## src/rtl/matrix_multiply_core3x3_result_reader.sv

```systemverilog
// Receive-side reader for the 3x3 matrix-multiply core: reassembles {y2,y1,y0}
// vectors from the element stream, saturates each element and queues vectors in a FIFO.
module matrix_multiply_core3x3_result_reader #(
    parameter int ELEM_W = 33,
    parameter int OUT_W  = 32,
    parameter int DEPTH  = 4,
    localparam int AW    = $clog2(DEPTH),
    localparam int LW    = AW + 1
) (
    input  logic                 system1000,
    input  logic                 system1000_rstn,
    input  logic [ELEM_W:0]      result,
    input  logic                 frame_start,
    output logic [3*OUT_W-1:0]   out_data,
    output logic [2:0]           out_sat,
    output logic                 out_valid,
    input  logic                 out_ready,
    output logic [LW-1:0]        level,
    output logic                 overflow,
    output logic                 misalign,
    input  logic                 clear_err
);

    localparam int EW = 3*OUT_W + 3;

    typedef enum logic [1:0] {
        IDX_Y0 = 2'd0,
        IDX_Y1 = 2'd1,
        IDX_Y2 = 2'd2
    } idx_t;

    // Returns {sat_flag, value}; in range when all bits above the output sign agree.
    function automatic logic [OUT_W:0] sat_elem(input logic [ELEM_W-1:0] e);
        logic [ELEM_W-OUT_W:0] top;
        top = e[ELEM_W-1:OUT_W-1];
        if ((top == '0) || (top == '1)) begin
            sat_elem = {1'b0, e[OUT_W-1:0]};
        end else if (e[ELEM_W-1] == 1'b0) begin
            sat_elem = {1'b1, 1'b0, {(OUT_W-1){1'b1}}};
        end else begin
            sat_elem = {1'b1, 1'b1, {(OUT_W-1){1'b0}}};
        end
    endfunction

    idx_t               idx_q, idx_d;
    logic [OUT_W:0]     slot0_q, slot0_d;
    logic [OUT_W:0]     slot1_q, slot1_d;
    logic [EW-1:0]      mem_q [DEPTH];
    logic [EW-1:0]      mem_d [DEPTH];
    logic [AW-1:0]      wr_ptr_q, wr_ptr_d;
    logic [AW-1:0]      rd_ptr_q, rd_ptr_d;
    logic [LW-1:0]      count_q, count_d;
    logic [3*OUT_W-1:0] out_data_q, out_data_d;
    logic [2:0]         out_sat_q, out_sat_d;
    logic               out_valid_q, out_valid_d;
    logic               overflow_q, overflow_d;
    logic               misalign_q, misalign_d;

    logic               elem_valid_s;
    logic [OUT_W:0]     elem_sat_s;
    logic               push_s;
    logic [EW-1:0]      push_vec_s;
    logic               misalign_evt_s;
    logic               overflow_evt_s;
    logic               pop_s;
    logic               full_s;
    logic               push_ok_s;
    logic [EW-1:0]      head_s;

    // Element assembly: track idx, hold y0/y1, emit the completed vector on y2.
    always_comb begin
        idx_d          = idx_q;
        slot0_d        = slot0_q;
        slot1_d        = slot1_q;
        misalign_evt_s = 1'b0;
        push_s         = 1'b0;
        push_vec_s     = '0;
        elem_valid_s   = result[ELEM_W];
        elem_sat_s     = sat_elem(result[ELEM_W-1:0]);
        if (elem_valid_s) begin
            if (frame_start) begin
                misalign_evt_s = (idx_q != IDX_Y0);
                slot0_d        = elem_sat_s;
                idx_d          = IDX_Y1;
            end else begin
                case (idx_q)
                    IDX_Y0: begin
                        slot0_d = elem_sat_s;
                        idx_d   = IDX_Y1;
                    end
                    IDX_Y1: begin
                        slot1_d = elem_sat_s;
                        idx_d   = IDX_Y2;
                    end
                    IDX_Y2: begin
                        push_s     = 1'b1;
                        push_vec_s = {elem_sat_s[OUT_W-1:0], slot1_q[OUT_W-1:0], slot0_q[OUT_W-1:0],
                                      elem_sat_s[OUT_W], slot1_q[OUT_W], slot0_q[OUT_W]};
                        idx_d      = IDX_Y0;
                    end
                    default: begin
                        idx_d = IDX_Y0;
                    end
                endcase
            end
        end else begin
            idx_d = idx_q;
        end
    end

    // FIFO bookkeeping; the output stage is loaded from the post-update head.
    always_comb begin
        mem_d          = mem_q;
        wr_ptr_d       = wr_ptr_q;
        rd_ptr_d       = rd_ptr_q;
        count_d        = count_q;
        out_data_d     = out_data_q;
        out_sat_d      = out_sat_q;
        pop_s          = out_valid_q & out_ready;
        full_s         = (count_q == LW'(DEPTH));
        push_ok_s      = push_s & (~full_s | pop_s);
        overflow_evt_s = push_s & full_s & ~pop_s;
        if (push_ok_s) begin
            mem_d[wr_ptr_q] = push_vec_s;
            wr_ptr_d        = wr_ptr_q + AW'(1);
        end else begin
            wr_ptr_d = wr_ptr_q;
        end
        if (pop_s) begin
            rd_ptr_d = rd_ptr_q + AW'(1);
        end else begin
            rd_ptr_d = rd_ptr_q;
        end
        case ({push_ok_s, pop_s})
            2'b10:   count_d = count_q + LW'(1);
            2'b01:   count_d = count_q - LW'(1);
            default: count_d = count_q;
        endcase
        head_s      = mem_d[rd_ptr_d];
        out_valid_d = (count_d != '0);
        if (out_valid_d) begin
            out_data_d = head_s[EW-1:3];
            out_sat_d  = head_s[2:0];
        end else begin
            out_data_d = out_data_q;
            out_sat_d  = out_sat_q;
        end
        // A same-cycle new error takes priority over clear_err.
        overflow_d = (overflow_q & ~clear_err) | overflow_evt_s;
        misalign_d = (misalign_q & ~clear_err) | misalign_evt_s;
    end

    // State registers with asynchronous active-low reset.
    always_ff @(posedge system1000 or negedge system1000_rstn) begin
        if (!system1000_rstn) begin
            idx_q       <= IDX_Y0;
            slot0_q     <= '0;
            slot1_q     <= '0;
            wr_ptr_q    <= '0;
            rd_ptr_q    <= '0;
            count_q     <= '0;
            out_data_q  <= '0;
            out_sat_q   <= 3'b000;
            out_valid_q <= 1'b0;
            overflow_q  <= 1'b0;
            misalign_q  <= 1'b0;
            for (int i = 0; i < DEPTH; i++) begin
                mem_q[i] <= '0;
            end
        end else begin
            idx_q       <= idx_d;
            slot0_q     <= slot0_d;
            slot1_q     <= slot1_d;
            wr_ptr_q    <= wr_ptr_d;
            rd_ptr_q    <= rd_ptr_d;
            count_q     <= count_d;
            out_data_q  <= out_data_d;
            out_sat_q   <= out_sat_d;
            out_valid_q <= out_valid_d;
            overflow_q  <= overflow_d;
            misalign_q  <= misalign_d;
            for (int i = 0; i < DEPTH; i++) begin
                mem_q[i] <= mem_d[i];
            end
        end
    end

    assign out_data  = out_data_q;
    assign out_sat   = out_sat_q;
    assign out_valid = out_valid_q;
    assign level     = count_q;
    assign overflow  = overflow_q;
    assign misalign  = misalign_q;

endmodule

```

## config.mk

```make
export PLATFORM = sky130hd
export DESIGN_NAME = matrix_multiply_core3x3_result_reader
export DESIGN_NICKNAME = d
export VERILOG_FILES = /design/src/rtl/matrix_multiply_core3x3_result_reader.sv
export SDC_FILE = /design/constraint.sdc
export NUM_CORES = 1
export LEC_CHECK = 0
export BUFFER_PORTS_ARGS = -buffer_cell sky130_fd_sc_hd__buf_4
export CORE_ASPECT_RATIO = 1.25
export CORE_MARGIN = 2
export CORE_UTILIZATION = 61
export DETAILED_ROUTE_END_ITERATION = 10
export PLACE_DENSITY_LB_ADDON = 0.08
export SYNTH_ARGS = -nofsm -noshare
export SYNTH_HDL_FRONTEND = slang
export SYNTH_SLANG_ARGS = --single-unit
```

## constraint.sdc

```tcl
create_clock -name system1000 -period 5.05 [get_ports system1000]
set_input_delay 1.01 -clock system1000 [delete_from_list [all_inputs] [get_ports system1000]]
set_output_delay 1.01 -clock system1000 [all_outputs]
set_load 0.05 [all_outputs]
```

==> results of run 1 <==
-- stage by stage --
stage	util, %	hold slack (ns)
floorplan	-	0.441
global placement	65.9	0.453
detailed placement	65.9	0.460
CTS	70.6	0.476
global route	70.6	0.488
finish	70.6	0.473
-- flip-flops by register name, summed over array words and instances, names as in the netlist --
| signal | count |
|---|---|
| mem_q | 396 |
| out_data | 96 |
| slot0_q | 33 |
| slot1_q | 33 |
| level | 3 |
| out_sat | 3 |
| idx_q | 2 |
| rd_ptr_q | 2 |
| wr_ptr_q | 2 |
| misalign | 1 |
| out_valid | 1 |
| overflow | 1 |
-- cell usage in the layout (no fill, tap or decap), types with 11 or more instances in the layout --
cell type    n
a211oi_1    68
a21o_1      30
a21oi_1     33
a221o_1     67
buf_12      16
buf_4      176
clkbuf_16   55
clkbuf_8    21
clkinv_2    11
dfrtp_1    573
inv_1       71
mux2_2     204
mux2_4      22
mux2i_1     62
nand2_1    563
nor3_1     139
nor4_1      67
o21ai_0    170
o221ai_1    29
o2bb2ai_1   29
-- cell families after synthesis --
| kind of cell | count (synthesis) |
|---|---|
| buffers and inverters | 265 |
| DFF | 573 |
| and+or+nand+nor | 801 |
| adders and majority gates | 8 |
| muxes | 291 |
| AOI/OAI and AO/OA | 459 |
| xor gates and xnor gates | 4 |
-- where the power goes --
group	internal, W	switching [W]
registers	0.00574	0.000829
logic	0.00215	0.00410
clock network	0.00255	0.00175
-- area by class of cell --
cell class | count | area [um2]
diodes | 2 | 5.00
multi-input cells | 1563 | 10100
flip-flops and latches | 573 | 14300
fillers | 3089 | 12100
well taps | 552 | 691
repair buffers | 193 | 1660
clock buffers | 83 | 1690
clock inverters | 17 | 214
inverters | 72 | 275
-- final timing paths --
path,depth (start not counted),slack (ns),startpoint,end
setup / recovery,10,1.37,level[2]$_DFF_PN0_,out_data[13]$_DFFE_PN0P_
hold / removal,2,0.47,mem_q[294]$_DFF_PN0_,mem_q[294]$_DFF_PN0_
setup reg to reg,10,1.37,level[2]$_DFF_PN0_,out_data[13]$_DFFE_PN0P_
hold reg to reg,2,0.47,mem_q[294]$_DFF_PN0_,mem_q[294]$_DFF_PN0_
max in group asynchronous,2,3.39,system1000_rstn,mem_q[387]$_DFF_PN0_
min in group asynchronous,1,0.55,system1000_rstn,mem_q[309]$_DFF_PN0_
-- worst reg2reg max path, stage by stage, from the launching register on --
cell,delay [ns]
dfrtp_1,0.50
or3b_1,0.62
o21ai_4,0.22
ha_1,0.22
fa_1,0.44
nor3b_1,0.29
o22ai_1,0.23
nor2_4,0.21
buf_12,0.30
nor2_1,0.20
a221o_1,0.33
-- per-layer routing --
layer | part of all wire (%) | global-route usage, % | vias up
li1 | - | - | 8547
met1 | 41 | 43.4 | 9677
met2 | 48 | 54.6 | 801
met3 | 7.0 | 5.85 | 157
met4 | 3.8 | 13.9 | 2
met5 | 0.018 | 0 | -
==> out/results.ini, run 1 <==
[status]
status=finished with violations
violations=capacitance limit

[cts]
cts_root_buffer=clkbuf_16
clkSinkCount=573
htreeDepth=2
cts_tree=built
ctsHoldBuffers=0
post_cts_resized=0
clk_latency_ns=0.60
clk_pin_slew_ns=0.06
cts_made_buffers=54
postCtsSetupBuffers=0
cts_buffer_depth=3

[logic_synthesis]
synth-simple-area-share_pct=13.4
synth-seq-area-share_pct=56.2
yosys.area.top_type_share_pct=56.2
syn_area_um2=25500
yosys.area_share.adder_pct=0.422
synth_area_leaders=dfrtp_1 56%, mux2_2 9.0%, nand2_1 8.3%
synth_top_family_by_area=simple AND/OR/NAND/NOR gates
synth.largest_area_cell=dfrtp_1
ys.flop_type=dfrtp_1
synth_edf_count=0
synth.distinct_cells=58
syn_inst=2401
synth_mux_area_share_pct=12.9
synthXorXnorAreaFrac_pct=0.137
synth_compound_area_share_pct=12.6
synth.top_cells.by_count=573 x dfrtp_1, 563 x nand2_1, 204 x mux2_2
synth_nets=2448
ys_seq_elements=573
ys_warn_count=0
async_flop_share_pct=100
syn_avg_cell_area_um2=10.6
yosysMostFrequentCell=dfrtp_1

[sta]
slew_headroom_pct=1.22
fmax_ghz=0.271
period_share_pct=72.9
setup_viol=0
min_period_ns=3.68
worst_pin_slew_ns=1.48
rsz0062_at_grt=no
hold_viol=0
setup_tns_ns=0
slew_violations=0
finalWorstSetupSlack_ns=1.37
finClkSkew_ns=0.0217

[floorplan]
ioPinCount=144
fp.dieW_um=187
core_area_um2=41100
start_util_pct=62.0
rows=83
design.die.area_um2=43500
die_y_um=233

[pwr]
leakage_nw=14.5
finalPower_w=0.0171
ir_drop_mv=0.491
cellPowerDensity_nw_per_um2=590

[routing]
detail-route-antenna-nets=0
drt_first_pass_iters=6
vias_per_cell=6.28
drt-wirelength-per-cell_um=23.1
drc=0
vias=19200
drt_iter0_markers=1530
finalWirelength_mm=70.6

[worst_setup_path]
endpoint_kind=flop
crit_chain=or3b_1, o21ai_4, ha_1, fa_1, nor3b_1, o22ai_1, nor2_4, buf_12, nor2_1, a221o_1
crit_required_ns=5.53
cp.arrival_ns=4.17
critPathMaxStageDelay_ns=0.61
critPathBufInv=1
cp_max_fo=49
startpoint_type=flop
critPathKind=flop to flop
critPathTopFamily=simple AND/OR/NAND/NOR gates
cp_slowest_cell=or3b_1

[placement]
dp_cells=2953
place_area_um2=27100
port_buffers=143
hpwl_mm=41.5
gp_congestion=0.859
dp_slack_ns=1.05

[global_route]
overflow=0
grt.total_usage_pct=33.0
grt_pass1_vias=19900
grt_max_degree=128
antenna_found_initial=2
grt_pass1_wl_mm=112

[layout]
finish.instance_area_um2=29000
instances_no_fill=3055
area_growth_pct=13.8
fin_nets=2504
final_layout_size_suffix_gt1_share_pct=21.3

[hold_path]
hp-class=flop to flop

[job]
cap_violations=1

Power figures use the tool's default switching activity.
==> run 2: changes to the inputs <==
Clock period 5.05 ns to 3.8 ns, I/O delays scaled along.
==> out/results.ini, run 2 (synthesized netlist as in run 1, its figures left out) <==
[status]
status=completed

[pwr]
cellPowerDensity_nw_per_um2=776  ; +31%
leakage_nw=14.6  ; +0.73%
finalPower_w=0.0227  ; +32%
ir_drop_mv=0.720  ; +47%

[floorplan]
start_util_pct=62.0  ; unchanged
design.die.area_um2=43500  ; unchanged
core_area_um2=41100  ; unchanged
rows=83  ; unchanged
ioPinCount=144  ; unchanged
fp.dieW_um=187  ; unchanged
die_y_um=233  ; unchanged

[cts]
ctsHoldBuffers=0  ; unchanged
cts_root_buffer=clkbuf_16
clk_pin_slew_ns=0.06  ; about the same
clk_latency_ns=0.61  ; about the same
post_cts_resized=0  ; unchanged
cts_buffer_depth=3  ; unchanged
cts_made_buffers=54  ; unchanged
postCtsSetupBuffers=0  ; unchanged
cts_tree=built
htreeDepth=2  ; unchanged
clkSinkCount=573  ; unchanged

[layout]
fin_nets=2536  ; +1.3%
area_growth_pct=14.6
instances_no_fill=3083  ; +0.92%
final_common_cell=dfrtp_1
finish.instance_area_um2=29200  ; +0.70%
final_layout_size_suffix_gt1_share_pct=22.1  ; +0.77 points
largest_reg_flops=396  ; unchanged
top_register=mem_q
final_cell_mix=570 x dfrtp_1, 563 x nand2_1, 204 x mux2_2, 200 x buf_4, 170 x o21ai_0
antennaDiodeCount=0  ; -2

[global_route]
grt_pass1_wl_mm=113  ; +0.88%
grt_pass1_vias=20200  ; +1.2%
overflow=0  ; unchanged
grt.total_usage_pct=33.3  ; +0.29 points
antenna_found_initial=0  ; -2
grt_max_degree=114  ; -11%

[sta]
min_period_ns=3.39  ; -0.292 ns
setup_viol=0  ; unchanged
finClkSkew_ns=0.0161  ; -0.00567 ns
rsz0062_at_grt=no
fmax_ghz=0.295  ; +8.6%
setup_tns_ns=0  ; unchanged
slew_headroom_pct=15.8  ; +15 points
finalWorstSetupSlack_ns=0.408  ; -0.958 ns
period_share_pct=89.3  ; +16 points
hold_viol=0  ; unchanged
slew_violations=0  ; unchanged
worst_pin_slew_ns=1.26  ; -0.224 ns

[routing]
drt_first_pass_iters=6  ; unchanged
drt_iter0_markers=1877  ; +23%
drt-wirelength-per-cell_um=23.0  ; -0.29%
vias_per_cell=6.34  ; +0.96%
detail-route-antenna-nets=0  ; unchanged
finalWirelength_mm=71.1  ; +0.62%
vias=19500  ; +1.9%
drc=0  ; unchanged

[placement]
gp_congestion=0.847  ; -1.4%
place_area_um2=27500  ; +1.3%
dp_cells=2985  ; +1.1%
port_buffers=143  ; unchanged
dp_slack_ns=0.100  ; -0.952 ns
hpwl_mm=42.7  ; +2.9%

[worst_setup_path]
startpoint_type=flop
crit_top_cell=o21ai_4
cp_slowest_cell=fa_1
rrSetupSlack_ns=0.41  ; -0.96 ns
r2r_start=level[1]$_DFF_PN0_
cp.arrival_ns=3.88  ; -0.29 ns
endpoint_kind=flop
crit_chain=or3b_1, o21ai_4, ha_1, fa_1, nor3b_1, o22ai_1, o21ai_4, buf_4, nor4_1, a221o_1
cp_max_fo=15  ; -69%
r2r.worst_path.cells=10  ; unchanged
critPathKind=flop to flop
critPathMaxStageDelay_ns=0.45  ; -0.16 ns
rr_endpoint=out_data[57]$_DFFE_PN0P_
crit_required_ns=4.28  ; -1.25 ns

[job]
cap_violations=0  ; -1

[hold_path]
hp-class=input pin to async pin

## run 2: report_power, final
group | internal (W) | switching [W] | total (W)
logic | 0.00299 | 0.00551 | 0.00850
clock network | 0.00311 | 0.00232 | 0.00543
registers | 0.00763 | 0.00110 | 0.00873
total | 0.0137 | 0.00893 | 0.0227
## run 2: worst max-delay path: cells and delay by family (launching register included)
| kind | cells | cell delay [ns] |
|---|---|---|
| buffers and inverters | 1 | 0.31 |
| AND/OR/NAND/NOR | 3 | 0.88 |
| adder cells (fa/ha/maj) | 2 | 0.67 |
| flip-flops | 1 | 0.44 |
| AO/OA/AOI/OAI | 4 | 0.95 |
## run 2: worst max-delay path by stage
| stage | startpoint | end | slack [ns] | cells past startpoint |
|---|---|---|---|---|
| after floorplan | out_ready | out_data[0]$_DFFE_PN0P_ | 0.005 | 13 |
| after global placement | frame_start | out_data[50]$_DFFE_PN0P_ | 0.17 | 11 |
| after detailed placement | frame_start | out_data[53]$_DFFE_PN0P_ | 0.10 | 11 |
| after CTS | level[1]$_DFF_PN0_ | out_data[57]$_DFFE_PN0P_ | 0.42 | 10 |
| after global routing | level[1]$_DFF_PN0_ | out_data[57]$_DFFE_PN0P_ | 0.33 | 10 |
| final | level[1]$_DFF_PN0_ | out_data[57]$_DFFE_PN0P_ | 0.41 | 10 |
## run 2: metrics by stage
stage	util, %	hold slack (ns)
6_report	71.1	0.0981
5_1_grt	71.1	0.120
4_1_cts	71.1	0.106
3_5_place_dp	66.8	0.461
3_3_place_gp	66.8	0.454
2_1_floorplan	-	0.441
## run 2: final cells by class
class	count	area (um2)
clock inverters	16	161
multi-input cells	1563	10100
inverters	72	275
flip-flops and latches	573	14300
clock buffers	82	1610
fillers	3077	11900
well taps	552	691
repair buffers	225	2000
## run 2: metal layers
metal	global-route usage (%)	share of wire (%)	vias to the layer above
met2	54.8	48	869
met4	15.7	4.3	0
met1	43.4	41	9878
li1	-	-	8623
met3	5.73	7.4	175
met5	0	0	-
==> run 3: changes to the inputs <==
Settings changed: PLACE_DENSITY_LB_ADDON 0.08 to 0.3.
==> out/results.ini, run 3 (synthesized netlist as in run 1, its figures left out) <==
[worst_setup_path]
cp.arrival_ns=3.92  ; +0.04 ns
crit_required_ns=4.27  ; about the same
endpoint_kind=flop
r2r.worst_path.cells=10  ; unchanged
rr_endpoint=out_data[18]$_DFFE_PN0P_
startpoint_type=flop
rrSetupSlack_ns=0.34  ; -0.07 ns
cp_max_fo=58  ; +43
critPathKind=flop to flop
r2r_start=level[1]$_DFF_PN0_

[cts]
htreeDepth=2  ; unchanged
clk_latency_ns=0.60  ; about the same
cts_made_buffers=55  ; +1.9%
clkSinkCount=573  ; unchanged
cts_root_buffer=clkbuf_16
post_cts_resized=0  ; unchanged
postCtsSetupBuffers=0  ; unchanged
cts_tree=built
clk_pin_slew_ns=0.06  ; about the same
cts_buffer_depth=3  ; unchanged
ctsHoldBuffers=0  ; unchanged

[layout]
final_layout_size_suffix_gt1_share_pct=21.5  ; -0.54 points
final_common_cell=dfrtp_1
area_growth_pct=14.4
fin_nets=2518  ; -0.71%
fin_util_pct=70.9  ; -0.15 points
antennaDiodeCount=0  ; unchanged
largest_reg_flops=396  ; unchanged
top_register=mem_q
final_cell_mix=570 x dfrtp_1, 563 x nand2_1, 204 x mux2_2, 181 x buf_4, 170 x o21ai_0

[sta]
hold_viol=0  ; unchanged
slew_violations=0  ; unchanged
finClkSkew_ns=0.0199  ; +0.00387 ns
setup_tns_ns=0  ; unchanged
rsz0062_at_grt=no
finalWorstSetupSlack_ns=0.343  ; -0.0656 ns
period_share_pct=91.0  ; +1.7 points
slew_headroom_pct=25.0  ; +9.2 points
setup_viol=0  ; unchanged
worst_pin_slew_ns=1.13  ; -0.132 ns
fmax_ghz=0.289  ; -1.9%
min_period_ns=3.46  ; +0.0656 ns

[global_route]
grt.total_usage_pct=33.9  ; +0.62 points
grt_max_degree=89  ; -22%
antenna_found_initial=2  ; +2
grt_pass1_wl_mm=115  ; +1.6%
grt_pass1_vias=20200  ; +0.16%
overflow=0  ; unchanged

[floorplan]
ioPinCount=144  ; unchanged
die_y_um=233  ; unchanged
fp.dieW_um=187  ; unchanged
start_util_pct=62.0  ; unchanged
rows=83  ; unchanged
core_area_um2=41100  ; unchanged
design.die.area_um2=43500  ; unchanged

[routing]
drt-wirelength-per-cell_um=23.9  ; +3.8%
drt_iter0_markers=2033  ; +8.3%
detail-route-antenna-nets=0  ; unchanged
finalWirelength_mm=73.4  ; +3.3%
drt_first_pass_iters=6  ; unchanged
drc=0  ; unchanged
vias=19800  ; +1.5%
vias_per_cell=6.47  ; +2.0%

[placement]
port_buffers=143  ; unchanged
gp_congestion=0.810  ; -4.4%
hpwl_mm=42.5  ; -0.36%
dp_slack_ns=-0.00104  ; -0.101 ns

[status]
status=completed

[pwr]
ir_drop_mv=0.680  ; -5.6%
cellPowerDensity_nw_per_um2=786  ; +1.3%
leakage_nw=14.5  ; -0.30%

[hold_path]
hp-class=input pin to async pin

[job]
cap_violations=0  ; unchanged

[run 3: cell count changes in the layout (fill, tap and decap cells not counted), sizes merged]
cell / previous run / this run
buf: 225 / 206
bufinv: 3 / 2
clkbuf: 82 / 92
clkinv: 11 / 8
clkinvlp: 1 / 0
inv: 73 / 72
[run 3: worst max path at each step]
| stage | startpoint | end | slack (ns) | cells past startpoint |
|---|---|---|---|---|
| detailed placement | frame_start | out_data[2]$_DFFE_PN0P_ | -0.001 | 11 |
| global route | level[0]$_DFF_PN0_ | out_data[18]$_DFFE_PN0P_ | 0.19 | 10 |
| floorplan | out_ready | out_data[0]$_DFFE_PN0P_ | 0.005 | 13 |
| CTS | level[1]$_DFF_PN0_ | out_data[18]$_DFFE_PN0P_ | 0.36 | 10 |
| finish | level[1]$_DFF_PN0_ | out_data[18]$_DFFE_PN0P_ | 0.34 | 10 |
| global placement | frame_start | out_sat[0]$_DFFE_PN0P_ | 0.15 | 11 |
[run 3: area by class of cell]
class | count | area [um2]
clock buffers | 92 | 1750
flip-flops and latches | 573 | 14300
repair buffers | 206 | 1850
fillers | 2926 | 12000
multi-input cells | 1563 | 10100
inverters | 72 | 275
well taps | 552 | 691
clock inverters | 10 | 104
[run 3: critical path, stage by stage (launching register included)]
cell and delay [ns]:
dfrtp_2 0.44, or3b_1 0.44, o21ai_4 0.15, ha_1 0.21, fa_1 0.45, nor3b_1 0.33
o22ai_1 0.26, o21ai_4 0.27, buf_12 0.35, nor4_1 0.13, a221o_1 0.29
[run 3: power by group]
group	switching, W	leakage, nW	internal (W)
Combinational	0.00558	5.92	0.00295
Clock	0.00235	0.918	0.00325
Sequential	0.00116	7.70	0.00763
[run 3: per-stage QoR]
stage,total power [W],area (um2),hold slack (ns),instances
after floorplan,0.0141,25500,0.441,2401
after global placement,0.0169,27300,0.453,2966
after detailed placement,0.0172,27300,0.462,2966
after CTS,0.0228,29200,0.239,3068
after global routing,0.0239,29200,0.255,3068
final,0.0229,29200,0.200,3068
[run 3: per-layer routing]
layer  part of all wire [%]  track usage (%)  routed length, um
met1                     38             44.4              28000
met2                     48             54.9              35300
met3                    9.3             6.74               6850
met4                    4.4             16.2               3250
met5                  0.025                0                 18
